File: config.mk
export PLATFORM = sky130hd
export DESIGN_NAME = sb_tx_serializer
export DESIGN_NICKNAME = d
export VERILOG_FILES = /design/src/rtl/sb_tx_serializer.sv
export SDC_FILE = /design/constraint.sdc
export NUM_CORES = 1
export LEC_CHECK = 0
export ABC_AREA = 0
export BUFFER_PORTS_ARGS = -buffer_cell sky130_fd_sc_hd__clkbuf_2
export CAP_MARGIN = 5
export CORE_ASPECT_RATIO = 0.7
export CORE_MARGIN = 3
export CORE_UTILIZATION = 25
export DETAILED_ROUTE_END_ITERATION = 7
export GPL_TIMING_DRIVEN = 0
export SLEW_MARGIN = 20
export SYNTH_ARGS = -nofsm -noshare
export SYNTH_HDL_FRONTEND = slang
export SYNTH_SLANG_ARGS = --single-unit
File: constraint.sdc
create_clock -name i_clk -period 3.19 [get_ports i_clk]
set_input_delay 0 -clock i_clk [delete_from_list [all_inputs] [get_ports i_clk]]
set_output_delay 0 -clock i_clk [all_outputs]
set_load 0.05 [all_outputs]
File: src/rtl/sb_tx_serializer.sv
// Sideband transmit serializer: shifts one framed phase out LSB first with a
// gated clock enable, then holds a mandatory clock-gated low gap before idling.
module sb_tx_serializer #(
  parameter int PHASE_W = 64,
  parameter int GAP_UI  = 32
) (
  input  logic               i_clk,
  input  logic               i_rst,
  input  logic [PHASE_W-1:0] i_packet_phase,
  input  logic               i_packet_valid,
  output logic               o_ser_data,
  output logic               o_clk_en,
  output logic               o_ser_done,
  output logic               o_overrun
);

  localparam int MAX_W = (PHASE_W > GAP_UI) ? PHASE_W : GAP_UI;
  localparam int CNT_W = $clog2(MAX_W) + 1;
  localparam logic [CNT_W-1:0] LAST_BIT = CNT_W'(PHASE_W - 1);
  localparam logic [CNT_W-1:0] LAST_GAP = CNT_W'(GAP_UI - 1);

  typedef enum logic [1:0] {
    ST_IDLE  = 2'd0,
    ST_SHIFT = 2'd1,
    ST_GAP   = 2'd2
  } state_t;

  state_t             r_state, w_state_nxt;
  logic [PHASE_W-1:0] r_shift, w_shift_nxt;
  logic [CNT_W-1:0]   r_cnt, w_cnt_nxt;
  logic               r_data, w_data_nxt;
  logic               r_clk_en, w_clk_en_nxt;
  logic               r_done, w_done_nxt;
  logic               r_ovr, w_ovr_nxt;

  always_ff @(posedge i_clk or posedge i_rst) begin
    if (i_rst) begin
      r_state  <= ST_IDLE;
      r_shift  <= '0;
      r_cnt    <= '0;
      r_data   <= 1'b0;
      r_clk_en <= 1'b0;
      r_done   <= 1'b1;
      r_ovr    <= 1'b0;
    end else begin
      r_state  <= w_state_nxt;
      r_shift  <= w_shift_nxt;
      r_cnt    <= w_cnt_nxt;
      r_data   <= w_data_nxt;
      r_clk_en <= w_clk_en_nxt;
      r_done   <= w_done_nxt;
      r_ovr    <= w_ovr_nxt;
    end
  end

  // Outputs are computed for the state being entered, so every output is a
  // flop and the first data bit appears on the load edge itself.
  always_comb begin
    w_state_nxt  = r_state;
    w_shift_nxt  = r_shift;
    w_cnt_nxt    = r_cnt;
    w_data_nxt   = 1'b0;
    w_clk_en_nxt = 1'b0;
    w_done_nxt   = 1'b0;
    w_ovr_nxt    = r_ovr;
    unique case (r_state)
      ST_IDLE: begin
        w_done_nxt = 1'b1;
        if (i_packet_valid) begin
          w_state_nxt  = ST_SHIFT;
          w_shift_nxt  = i_packet_phase;
          w_cnt_nxt    = '0;
          w_data_nxt   = i_packet_phase[0];
          w_clk_en_nxt = 1'b1;
          w_done_nxt   = 1'b0;
        end
      end
      ST_SHIFT: begin
        if (i_packet_valid) w_ovr_nxt = 1'b1;
        // r_cnt is the index of the bit currently on the wire.
        if (r_cnt == LAST_BIT) begin
          w_state_nxt = ST_GAP;
          w_shift_nxt = '0;
          w_cnt_nxt   = '0;
        end else begin
          w_shift_nxt  = r_shift >> 1;
          w_cnt_nxt    = r_cnt + 1'b1;
          w_data_nxt   = r_shift[1];
          w_clk_en_nxt = 1'b1;
        end
      end
      ST_GAP: begin
        if (i_packet_valid) w_ovr_nxt = 1'b1;
        if (r_cnt == LAST_GAP) begin
          w_state_nxt = ST_IDLE;
          w_cnt_nxt   = '0;
          w_done_nxt  = 1'b1;
        end else begin
          w_cnt_nxt = r_cnt + 1'b1;
        end
      end
      default: begin
        w_state_nxt = ST_IDLE;
        w_shift_nxt = '0;
        w_cnt_nxt   = '0;
        w_done_nxt  = 1'b1;
      end
    endcase
  end

  assign o_ser_data = r_data;
  assign o_clk_en   = r_clk_en;
  assign o_ser_done = r_done;
  assign o_overrun  = r_ovr;

endmodule

==> flow_summary.json <==
{
  "ir_drop_v": 0.000251,
  "ys_warn_count": 0,
  "seq_power_share_pct": 44.6,
  "p_int_mw": 1.72,
  "cpMostUsedCell": "buf_2",
  "busiest_layer": "met2",
  "setup_violations": 0,
  "routabilityCongestion": 0.779,
  "worstMarginPinSlew_ps": 664,
  "finish.net_count": 532,
  "grt_setup_unrepaired": "no",
  "antenna_found_initial": 0,
  "cp_slowest_cell": "dfrtp_1",
  "vias": 3073,
  "multiInputGateArea_sq_um": 1700,
  "ant_nets": 0,
  "grt_pass1_vias": 3231,
  "power.leakage_nw": 2.35,
  "crit_path_end_kind": "flop",
  "cts_buffer_depth": 2,
  "post-route-min-period_ps": 2090,
  "fillCellCount": 1492,
  "seqCellArea_sq_um": 1900,
  "grt_max_degree": 44,
  "wl_um": 9490,
  "pwr-share-clk_pct": 51.0,
  "fmax_mhz": 479,
  "fp.dieH_um": 109,
  "dieArea_sq_um": 16800,
  "slowest_delay_ps": 380,
  "cp_max_fo": 10,
  "swShare_pct": 20.5,
  "cts_sinks": 76,
  "skew_ps": 8.13,
  "synth_ff_type": "dfrtp_1",
  "utilization_pct": 33.5,
  "synth_area_per_cell_sq_um": 10.7,
  "io_buffers": 70,
  "drv_slew": 0,
  "power.switching_uw": 444,
  "antenna_cells": 0,
  "slew_headroom_pct": 55.7,
  "core_sq_um": 14800,
  "grt_pass1_wl_um": 16200,
  "hpwl_um": 6820,
  "start_kind": "flop",
  "max_cap_viol_count": 0,
  "ctsHtreeMaxLevel": 3,
  "fin_cells": 660,
  "syn_inst": 357,
  "power.total_mw": 2.16,
  "critPathKind": "flop to flop",
  "drive_gt1_share_pct": 37.8,
  "numCtsBuffers": 9,
  "syn_to_final_growth_pct": 30.2,
  "grt.total_usage_pct": 11.9,
  "pin_count": 71,
  "dp_cells": 623,
  "grt_overflow": 0,
  "grt_use_met3_pct": 3.66,
  "fin_area_sq_um": 4970,
  "rows": 37,
  "crit_required_ps": 3380,
  "status": "finished clean",
  "cp.arrival_ps": 2280,
  "syn-cell-area_sq_um": 3810,
  "holdCritPathClass": "input pin to flop",
  "cts_resized": 0,
  "wire_per_inst_um": 14.4,
  "holdWs_ps": 7.98,
  "pre_cts_slack_ps": 1030,
  "synth_edf_count": 0,
  "synthesis.nets": 429,
  "path_cells": "inv_1, ha_1, nor2b_1, nor2_2, buf_2, buf_2, a21oi_1",
  "use_met1_pct": 16.5,
  "avgViaCountPerCell": 4.66,
  "path_clk_slew_ps": 60,
  "finalSetupTns_ps": 0,
  "cts_tree": "yes",
  "dpl_cell_area_sq_um": 4430,
  "combPwrFrac_pct": 4.4,
  "drc": 0,
  "setup_slack_ps": 1100,
  "powerDensity_nw_per_um2": 435,
  "cts_root_buf": "clkbuf_16",
  "synthArstFlopShare_pct": 100,
  "use_met2_pct": 18.7,
  "timing.final.crit_share_pct": 65.4,
  "ys_ff_latch": 76,
  "ys_seq_area_share_pct": 49.9,
  "start_util_pct": 25.8,
  "synth_cell_type_count": 38,
  "die_x_um": 154,
  "insertion_delay_ps": 330,
  "first_iter_violations": 163,
  "hold_violations": 0,
  "firstDrtPassIters": 4
}
==> cells in the mapped netlist (2+ instances only) <==
cell type  count  area [sq um]
clkbuf_1       3          11.3
buf_6          7          78.8
nand3_1        4          20.0
a22oi_1        5          37.5
dfrtp_1       75          1880
nor2_1        66           248
a22oi_2       58           726
a21oi_1       64           320
o21ai_0        6          30.0
o22ai_1        2          12.5
inv_1          6          22.5
nand2_1        8          30.0
a21o_1         2          15.0
ha_1           5          62.6
nor3_1         3          15.0
buf_2         19          95.1
a22o_1         2          17.5
nand2b_1       2          12.5
==> registers in the layout (all words and copies together), names as in the netlist <==
signal	count
r_shift	63
r_cnt	7
r_state	2
o_clk_en	1
o_overrun	1
o_ser_data	1
o_ser_done	1
==> final timing paths <==
path,depth (start not counted),start,end,slack [ps]
max in group asynchronous,4,i_rst,o_ser_done,2320
worst max register to register,7,r_state[0],r_shift[54],1100
worst min register to register,1,o_overrun,o_overrun,480
worst max-delay path,7,r_state[0],r_shift[54],1100
min in group asynchronous,3,i_rst,r_shift[20],230
worst min-delay path,3,i_packet_phase[26],r_shift[26],8
==> per-layer routing <==
metal / share of wire, % / vias to the layer above / routed length [um]
met4: 0.20 / 0 / 19
li1: - / 1502 / -
met1: 48 / 1509 / 4590
met3: 4.0 / 2 / 380
met2: 47 / 60 / 4500
met5: 0 / - / 0
==> area by class of cell <==
type | count | share of cell area [%]
Buffer | 29 | 3.73
Tap cell | 195 | 4.91
Clock inverter | 6 | 1.74
Inverter | 7 | 0.579
Clock buffer | 10 | 4.81
Multi-Input combinational cell | 245 | 34.2
Timing Repair Buffer | 92 | 11.7
Sequential cell | 76 | 38.3
==> cells by family (layout without fill, tap and decap cells) <==
group                    after synthesis  after routing  synth area share, %
flip-flops                            76             76                 49.9
multiplexers                           1              1                0.262
AO/OA/AOI/OAI                        148            148                 32.7
buffers and inverters                 36            144                 5.54
adder cells (fa/ha/maj)                5              5                 1.64
AND/OR/NAND/NOR                       91             91                 10.0
==> power groups by stage <==
stage / clock network [mW] / logic (mW) / registers, mW
after detailed placement: 0 / 0.0768 / 0.982
after global placement: 0 / 0.0710 / 0.982
after CTS: 1.15 / 0.0977 / 0.964
final: 1.10 / 0.0948 / 0.964
after floorplan: 0 / 0.0149 / 0.982
after global routing: 1.19 / 0.106 / 0.963
==> cells in the final DEF (no fill, tap or decap), types with 2 or more instances in the layout <==
| cell | count |
|---|---|
| ha_1 | 5 |
| nand2b_1 | 2 |
| dlygate4sd3_1 | 21 |
| clkbuf_2 | 70 |
| a21o_1 | 2 |
| a21oi_1 | 64 |
| bufinv_16 | 2 |
| nor3_1 | 3 |
| buf_6 | 7 |
| a22oi_2 | 58 |
| dfrtp_1 | 75 |
| clkinv_2 | 2 |
| nand2_1 | 8 |
| nor2_1 | 66 |
| clkbuf_1 | 3 |
| o22ai_1 | 2 |
| a22o_1 | 2 |
| nand3_1 | 4 |
| o21ai_0 | 6 |
| buf_2 | 19 |
| inv_1 | 5 |
| a22oi_1 | 5 |
| clkbuf_16 | 9 |
==> timing repair <==
| item | in CTS | in global routing |
|---|---|---|
| setup buffers | 0 | 0 |
| hold endpoints to repair | 54 | 0 |
| hold buffers | 21 | 0 |
==> critical path: cells and delay by family (launching register included) <==
kind	cells	cell delay, ps
compound gates	1	110
fa+ha+maj	1	280
buf+inv	3	660
flops	1	380
simple gates	2	530
Note: power is estimated with default switching activity, not from simulation.
